**src/rtl/rle_pkg.sv**
```systemverilog
// Shared types and geometry for the run-length blob tracker.
package rle_pkg;

  localparam int unsigned IMAGE_W = 25;
  localparam int unsigned IMAGE_H = 20;
  localparam int unsigned COORD_W = 11;
  localparam int unsigned RUN_W   = 10;

  typedef logic [COORD_W-1:0] coord_t;

  typedef struct packed {
    coord_t top;
    coord_t bottom;
    coord_t left;
    coord_t right;
    coord_t count;
  } blob_t;

  localparam int unsigned BLOB_W = $bits(blob_t);

  typedef enum logic {
    IDLE = 1'b0,
    RUN  = 1'b1
  } state_t;

  function automatic coord_t cmin(coord_t a, coord_t b);
    return (a < b) ? a : b;
  endfunction

  function automatic coord_t cmax(coord_t a, coord_t b);
    return (a > b) ? a : b;
  endfunction

endpackage

```
**src/rtl/rle_blob_accum.sv**
```systemverilog
// Candidate blob accumulator: grows a vertical stack of hit lines and
// strobes `close` with the finished record when the stack ends or the frame ends.
module rle_blob_accum
  import rle_pkg::*;
(
  input  logic                CLK,
  input  logic                reset_n,
  input  logic                line_valid,
  input  logic                hit,
  input  logic                last_line,
  input  logic [COORD_W-1:0]  y,
  input  logic [COORD_W-1:0]  x_start,
  input  logic [COORD_W-1:0]  x_end,
  output logic                close,
  output logic                load,
  output logic [BLOB_W-1:0]   close_rec
);

  state_t state_q, state_d;
  blob_t  cand_q, cand_d, ext, rec;

  always_ff @(posedge CLK) begin
    if (!reset_n) state_q <= IDLE;
    else          state_q <= state_d;
  end

  always_comb begin
    state_d = state_q;
    if (line_valid) begin
      if (last_line) state_d = IDLE;
      else           state_d = hit ? RUN : IDLE;
    end
  end

  // On the frame-end line the current line is folded in before the close,
  // so the closing record is the extended candidate whenever that line hits.
  always_comb begin
    ext = '{top: y, bottom: y, left: x_start, right: x_end, count: COORD_W'(1)};
    if (state_q == RUN) begin
      ext.top   = cand_q.top;
      ext.left  = cmin(cand_q.left, x_start);
      ext.right = cmax(cand_q.right, x_end);
      ext.count = cand_q.count + COORD_W'(1);
    end
    cand_d = cand_q;
    rec    = cand_q;
    close  = 1'b0;
    load   = line_valid && last_line;
    if (line_valid) begin
      if (hit) begin
        cand_d = ext;
        rec    = ext;
      end
      close = ((state_q == RUN) && !hit) || (last_line && (hit || (state_q == RUN)));
      if (last_line) cand_d = '0;
    end
  end

  always_ff @(posedge CLK) begin
    if (!reset_n) cand_q <= '0;
    else          cand_q <= cand_d;
  end

  assign close_rec = rec;

endmodule

```
**src/rtl/rle_blob_tracker.sv**
```systemverilog
// Frame-level tallest-blob finder over per-line run summaries, with a
// valid/ready result register that flags overwritten results.
module rle_blob_tracker
  import rle_pkg::*;
#(
  parameter int unsigned IMAGE_W   = rle_pkg::IMAGE_W,
  parameter int unsigned IMAGE_H   = rle_pkg::IMAGE_H,
  parameter int unsigned MIN_RUN   = 3,
  parameter int unsigned MIN_LINES = 2
) (
  input  logic               CLK,
  input  logic               reset_n,
  input  logic [RUN_W-1:0]   stream1,
  input  logic [RUN_W-1:0]   stream2,
  input  logic [RUN_W-1:0]   stream3,
  input  logic               im_end,
  input  logic               out_ready,
  output logic               out_valid,
  output logic               found,
  output logic [COORD_W-1:0] box_left,
  output logic [COORD_W-1:0] box_right,
  output logic [COORD_W-1:0] box_top,
  output logic [COORD_W-1:0] box_bottom,
  output logic [COORD_W-1:0] centre_x,
  output logic [COORD_W-1:0] blob_lines,
  output logic               overrun
);

  logic [COORD_W-1:0] y;
  logic [11:0]        line_sum;
  logic               hit, last_line, close, load;
  logic [COORD_W-1:0] x_start, x_end, centre;
  logic [BLOB_W-1:0]  close_bits;
  blob_t              close_rec, best_q, best_next;

  assign line_sum  = 12'(stream1) + 12'(stream2) + 12'(stream3);
  assign hit       = (stream2 >= RUN_W'(MIN_RUN)) && (line_sum <= 12'(IMAGE_W));
  assign x_start   = COORD_W'(stream1);
  assign x_end     = COORD_W'(stream1) + COORD_W'(stream2) - COORD_W'(1);
  assign last_line = (y == COORD_W'(IMAGE_H - 1));

  always_ff @(posedge CLK) begin
    if (!reset_n)    y <= '0;
    else if (im_end) y <= last_line ? '0 : y + COORD_W'(1);
  end

  rle_blob_accum u_accum (
    .CLK        (CLK),
    .reset_n    (reset_n),
    .line_valid (im_end),
    .hit        (hit),
    .last_line  (last_line),
    .y          (y),
    .x_start    (x_start),
    .x_end      (x_end),
    .close      (close),
    .load       (load),
    .close_rec  (close_bits)
  );

  assign close_rec = blob_t'(close_bits);

  // Strictly-greater compare keeps the earlier blob on a height tie.
  always_comb begin
    best_next = best_q;
    if (close && (close_rec.count >= COORD_W'(MIN_LINES)) && (close_rec.count > best_q.count))
      best_next = close_rec;
  end

  always_ff @(posedge CLK) begin
    if (!reset_n || load) best_q <= '0;
    else                  best_q <= best_next;
  end

  assign centre = COORD_W'(((COORD_W+1)'(best_next.left) + (COORD_W+1)'(best_next.right)) >> 1);

  always_ff @(posedge CLK) begin
    if (!reset_n) begin
      out_valid  <= 1'b0;
      found      <= 1'b0;
      box_left   <= '0;
      box_right  <= '0;
      box_top    <= '0;
      box_bottom <= '0;
      centre_x   <= '0;
      blob_lines <= '0;
      overrun    <= 1'b0;
    end else if (load) begin
      out_valid  <= 1'b1;
      overrun    <= out_valid && !out_ready;
      found      <= (best_next.count != '0);
      box_left   <= best_next.left;
      box_right  <= best_next.right;
      box_top    <= best_next.top;
      box_bottom <= best_next.bottom;
      centre_x   <= centre;
      blob_lines <= best_next.count;
    end else if (out_valid && out_ready) begin
      out_valid  <= 1'b0;
    end
  end

endmodule

```
**config.mk**
```make
export PLATFORM = sky130hd
export DESIGN_NAME = rle_blob_tracker
export DESIGN_NICKNAME = d
export VERILOG_FILES = /design/src/rtl/rle_pkg.sv /design/src/rtl/rle_blob_accum.sv /design/src/rtl/rle_blob_tracker.sv
export SDC_FILE = /design/constraint.sdc
export NUM_CORES = 1
export LEC_CHECK = 0
export CAP_MARGIN = 20
export CORE_ASPECT_RATIO = 1.4
export CORE_MARGIN = 5
export CORE_UTILIZATION = 45
export CTS_CLUSTER_DIAMETER = 60
export CTS_CLUSTER_SIZE = 28
export DETAILED_ROUTE_END_ITERATION = 10
export GPL_TIMING_DRIVEN = 0
export MAX_ROUTING_LAYER = met4
export PLACE_DENSITY = 0.65
export SYNTH_ARGS = -nofsm -noshare
export SYNTH_HDL_FRONTEND = slang
export SYNTH_HIERARCHICAL = 1
export SYNTH_SLANG_ARGS = --single-unit
export TNS_END_PERCENT = 1
```
**constraint.sdc**
```tcl
create_clock -name CLK -period 21.6 [get_ports CLK]
set_input_delay 4.32 -clock CLK [delete_from_list [all_inputs] [get_ports CLK]]
set_output_delay 4.32 -clock CLK [all_outputs]
set_load 0.05 [all_outputs]
```
# Word-level counts from Yosys, hierarchy flattened
# Index checks and enable logic that the tools add are counted.
[totals] reg_bits=191 elab_cells=65
[classes] add_sub_neg=7 reduce_logical=16 eq_ne=1 n_mux=14 magnitude_cmp=6
[op_table] operator="55-bit two-way mux" count=4
[op_table] operator="11-bit two-way mux" count=4
[op_table] operator="33-bit two-way mux" count=1
[op_table] operator="10-bit by 10-bit adder with 11-bit output" count=2
[op_table] operator="11-bit by 1-bit adder with 11-bit output (second input constant)" count=2
[op_table] operator="11-bit > comparator" count=2
[op_table] operator="11-bit by 10-bit adder with 12-bit output" count=1
[op_table] operator="11-bit by 11-bit adder with 12-bit output" count=1
[op_table] operator="12-bit by 5-bit less-or-equal comparator with 1-bit output (second input constant)" count=1
[op_table] operator="11-bit by 5-bit equality test with 1-bit output (second input constant)" count=1
[op_table] operator="11-bit by 2-bit greater-or-equal comparator with 1-bit output (second input constant)" count=1
[op_table] operator="11-bit by 10-bit < comparator with 1-bit output" count=1
[op_table] operator="11-bit nonzero test" count=1
[op_table] operator="11-bit by 1-bit subtractor with 11-bit output (second input constant)" count=1
[op_table] operator="10-bit by 2-bit greater-or-equal comparator with 1-bit output (second input constant)" count=1
[op_table] operator="1-bit logical AND" count=8
[op_table] operator="1-bit two-way mux" count=5
[op_table] operator="1-bit logical NOT" count=3
[op_table] operator="1-bit logical OR" count=3
[op_table] operator="2-bit nonzero test" count=1

# Depth between registers and ports, before layout
# Gate-level depths: netlist of the first run.
[depth] depth_word=12 mapped_depth=33 ltp_nobuf=31

# Cells and area by module
# The synthesis of the first run kept the hierarchy.
[modules_own_cells] module="rle_blob_tracker" cells_per_inst=754 instances=1 seq_area_each_um2=2702.6 area_each_um2=6766.5
[modules_own_cells] module="rle_blob_accum" cells_per_inst=420 instances=1 seq_area_each_um2=1121.1 area_each_um2=3467.1

# Least setup slack after synthesis of the first run
# No wires, ideal clock.
[synth_path] path_type="input -> register" from="in stream1[1]" to="reg centre_x[9]" arrival_ns=10.866 required_ns=21.474 setup_ns=0.126 path_slack_ns=10.609 path_stages=33 path_cell_list="fa_1 -> ha_1 -> inv_1 -> fa_1 -> nand2b_1 -> nor2_1 -> nor2_1 -> a311oi_1 -> a31oi_1 -> o22ai_1 -> and3_1 -> buf_2 -> and4_1 -> and3_1 -> and3_1 -> o21ai_0 -> a22o_1 -> ha_1 -> nand4_1 -> a211oi_2 -> a2111oi_4 -> nor2_2 -> buf_2 -> mux2i_1 -> inv_1 -> fa_1 -> a21o_1 -> maj3_1 -> o31ai_1 -> o211ai_1 -> a41oi_1 -> xor2_1 -> o21ai_0"
[synth_rtl] item="from (decl)" line="rle_blob_tracker.sv:13" source="input logic [RUN_W-1:0] stream1,"
[synth_rtl] item="to (signal assigned)" line="rle_blob_tracker.sv:96" source="centre_x <= centre;"
[synth_rtl] item="to (decl)" line="rle_blob_tracker.sv:24" source="output logic [COORD_W-1:0] centre_x,"

==> results of run 1 <==
==> where the power goes <==
| group | total [µW] | internal (µW) | switching [µW] |
|---|---|---|---|
| clock | 307 | 165 | 142 |
| combinational | 70.8 | 28.5 | 42.3 |
| sequential | 353 | 353 | 0.882 |
==> cell type report <==
type | count | area [µm²] | share of cell area, %
sequential | 191 | 3820 | 31.3
clock inverter | 9 | 76.3 | 0.625
multi-input combinational | 798 | 5680 | 46.5
timing repair buffer | 102 | 1020 | 8.36
clock buffer | 23 | 498 | 4.08
inverter | 125 | 469 | 3.84
buffer | 61 | 269 | 2.20
tap | 301 | 377 | 3.08
==> through the flow <==
step	hold WS (ns)	setup slack, ns	std cells	power [µW]
floorplan	0.446	10.61	1175	407
global placement	0.454	8.84	1578	430
detailed placement	0.462	8.79	1578	432
CTS	0.472	9.18	1610	735
global route	0.490	8.56	1610	759
finish	0.470	9.08	1610	731
==> worst register-to-register path: stages, from the launching register on <==
cell and delay, ns:
sky130_fd_sc_hd__dfxtp_1 0.45, sky130_fd_sc_hd__ha_1 0.29, sky130_fd_sc_hd__and4b_1 0.42, sky130_fd_sc_hd__clkbuf_1 0.56
sky130_fd_sc_hd__clkbuf_1 0.55, sky130_fd_sc_hd__mux2i_1 0.16, sky130_fd_sc_hd__nor2b_1 0.16, sky130_fd_sc_hd__o31a_1 0.16
sky130_fd_sc_hd__nand2_1 0.16, sky130_fd_sc_hd__nor2_2 0.23, sky130_fd_sc_hd__buf_2 0.37, sky130_fd_sc_hd__mux2i_1 0.37
sky130_fd_sc_hd__inv_1 0.19, sky130_fd_sc_hd__fa_1 0.50, sky130_fd_sc_hd__a21o_1 0.20, sky130_fd_sc_hd__maj3_1 0.37
sky130_fd_sc_hd__o31ai_1 0.31, sky130_fd_sc_hd__o211ai_1 0.18, sky130_fd_sc_hd__and3_1 0.21, sky130_fd_sc_hd__o21ai_0 0.35
sky130_fd_sc_hd__o211a_1 0.21
==> layout by cell type (no fill, tap or decap), types with 6 or more instances in the layout <==
cell type,count
sky130_fd_sc_hd__a211oi_1,58
sky130_fd_sc_hd__a21o_1,8
sky130_fd_sc_hd__a21oi_1,31
sky130_fd_sc_hd__a221oi_1,15
sky130_fd_sc_hd__a221oi_2,10
sky130_fd_sc_hd__and3_1,30
sky130_fd_sc_hd__buf_2,11
sky130_fd_sc_hd__clkbuf_1,41
sky130_fd_sc_hd__clkbuf_16,17
sky130_fd_sc_hd__clkdlybuf4s50_1,102
sky130_fd_sc_hd__dfxtp_1,191
sky130_fd_sc_hd__fa_1,13
sky130_fd_sc_hd__ha_1,71
sky130_fd_sc_hd__inv_1,124
sky130_fd_sc_hd__mux2_1,21
sky130_fd_sc_hd__mux2i_1,51
sky130_fd_sc_hd__nand2_1,96
sky130_fd_sc_hd__nand2b_1,25
sky130_fd_sc_hd__nand3_1,12
sky130_fd_sc_hd__nand4_1,12
sky130_fd_sc_hd__nor2_1,173
sky130_fd_sc_hd__nor2b_1,6
sky130_fd_sc_hd__nor4_1,10
sky130_fd_sc_hd__o21ai_0,32
sky130_fd_sc_hd__o221a_1,10
sky130_fd_sc_hd__xnor2_1,13
sky130_fd_sc_hd__xor2_1,13
==> per-layer routing <==
layer / up-vias / share of wire [%]
met2: 232 / 51
met1: 4154 / 41
met5: - / 0
li1: 4307 / -
met3: 37 / 4.6
met4: 0 / 3.2
==> cells by family after synthesis <==
group           count (synthesis)  synth area share, %
fa+ha+maj                      86                 11.4
other cells                     1               0.0366
flops                         191                 37.4
simple gates                  396                 17.9
buf+inv                       186                 7.21
xor+xnor                       26                 2.23
mux                            72                 7.30
compound gates                216                 16.6
==> final timing paths <==
kind	start	to	cells after the start
min	u_accum/cand_q[35]	u_accum/cand_q[35]	2
min reg2reg	u_accum/cand_q[35]	u_accum/cand_q[35]	2
max	stream1[2]	centre_x[7]	33
max reg2reg	y[0]	centre_x[7]	20
==> synth_stat cells, types with 11 or more instances <==
cell type / count
sky130_fd_sc_hd__xor2_1: 13
sky130_fd_sc_hd__a211oi_1: 58
sky130_fd_sc_hd__clkbuf_1: 40
sky130_fd_sc_hd__nand2b_1: 25
sky130_fd_sc_hd__a221oi_1: 15
sky130_fd_sc_hd__buf_2: 11
sky130_fd_sc_hd__o21ai_0: 32
sky130_fd_sc_hd__mux2_1: 21
sky130_fd_sc_hd__fa_1: 13
sky130_fd_sc_hd__nand2_1: 96
sky130_fd_sc_hd__ha_1: 71
sky130_fd_sc_hd__mux2i_1: 51
sky130_fd_sc_hd__dfxtp_1: 191
sky130_fd_sc_hd__nor2_1: 173
sky130_fd_sc_hd__and3_1: 30
sky130_fd_sc_hd__a21oi_1: 31
sky130_fd_sc_hd__inv_1: 124
sky130_fd_sc_hd__nand4_1: 12
sky130_fd_sc_hd__nand3_1: 12
sky130_fd_sc_hd__xnor2_1: 13
==> metrics.txt, run 1 <==
leakage power of the design 0.00499 µW; post-CTS sizing 0; DRT antenna net count 0; Area Growth Syn to Fin 19.3%; drt total wl 28.3 mm; slowest stage cell, crit path sky130_fd_sc_hd__fa_1; detailed-placement wirelength estimate 21.9 mm; routing layer with the top usage in global route met2; clock tree from TritonCTS built; routed wire length per instance ~18 µm; cell area after technology mapping 10200 µm²; row cnt 65; fin area 12200 µm²; distinct cell type count of the synthesized netlist 71; most common flop cell mapped by yosys sky130_fd_sc_hd__dfxtp_1; count of buffers added by post-CTS timing repair for setup 0; GR Util met3 3.31%; worst vdd ir between 60 and 70 µV; via count 8730; Die X-Extent around 140 µm; clock network latency to the later pin of the worst-skew pair 0.44 ns; number of vias per cell 5.42; Placeable Area around 22000 µm²; Regs by FF count best_q x55, u_accum/cand_q x55; sum of overflow across all layers after global routing 0; highest attainable clock frequency 0.0799 GHz; largest net degree at the start of global routing 17; post-synthesis sequential area ratio 37.4%; Data arrival, critical path ~13 ns; number of detailed-route iterations in the first pass 5; Die Y-Extent 188 µm; share of layout cells above drive strength 1 5.81%; power density relative to cell area ~60 nW/µm²; CP required around 22 ns; number of placed I/O pins around 100; global-route wire length before repair 44.7 mm; reg2reg setup slack 15.15 ns; antenna violations before repair 0; Total Die Area 25900 µm²; max-cap violations 0; shortest period the worst path allows 12.52 ns; Inserted Diodes 0; synthesis warning total 6; net count of the finished layout 1414; critical path startpoint category primary input; proportion of synthesized flip-flops having asynchronous set or reset 0%; setup repair after global routing missed its margin no; Final Util around 54%; depth of the CTS H-tree 4; Worst Hold Class reg -> reg; status finished clean; highest net fanout along the worst path 10; global-route total usage across every layer 22.6%; number of slew-limit violations in the final report 0; kind of end point of the critical path flop; Num CTS Buffers 17; Synth Instances 1174; clock sink count 191; Final period util 58.0%; CP top delay family compound AO/OA/AOI/OAI gates; worst setup path category in -> reg; Setup Total Neg Slack 0 ns; endpoints failing setup 0; most area-consuming cells after synthesis sky130_fd_sc_hd__dfxtp_1 (37%), sky130_fd_sc_hd__ha_1 (8.7%), sky130_fd_sc_hd__nor2_1 (6.3%); fraction of synthesized cell area taken by the top area cell type 37.4%; Max Root-Sink Buffers 2; final hold violation count 0; delay of the slowest cell on the worst path 0.66 ns; Tightest Pin Transition a little under 0.9 ns; quantity of hold-fixing buffers added after cts 0; Iteration-0 DRC Markers 501; area post-placement 11600 µm²; initial standard-cell utilization of the core a little under half; fillers 2161; average size of a mapped cell 8.72 µm²; cell type with the highest occurrence count on the critical path sky130_fd_sc_hd__and3_1; routability congestion estimate 0.913; max_slew headroom 41.7%; Post-route DRC 0; via count of the first global-routing pass 8681; Clk pin slew, worst setup/hold paths 0.07 ns; port buffer count between 100 and 150; combined buffer and inverter count along the critical path 5; cell type contributing the most total cell area after synthesis sky130_fd_sc_hd__dfxtp_1; number of enable-type register cells in the synthesized netlist 0; met2 Usage GRT between 30% and 40%; number of register bits inferred by synthesis 191; Clock Skews between 0.01 and 0.015 ns; Global Route met1 Usage 25.5%; Root Buffer sky130_fd_sc_hd__clkbuf_16
No activity file was read; power rests on OpenSTA's default activity.
==> inputs of run 2 (changes only) <==
- clock period: 21.6 -> 12.4 ns (I/O delays scaled with it)
==> results of run 2 <==
The final DEF is identical to that of run 1. Status: finished clean.
Among the figures that moved: setup slack after placement 8.79 ns -> 1.43 ns; setup slack after layout 9.08 ns -> 1.72 ns; register-to-register setup slack 15.15 ns -> 5.95 ns; total power 731 µW -> 1270 µW; worst IR drop on VDD 60.8 µV -> 106 µV
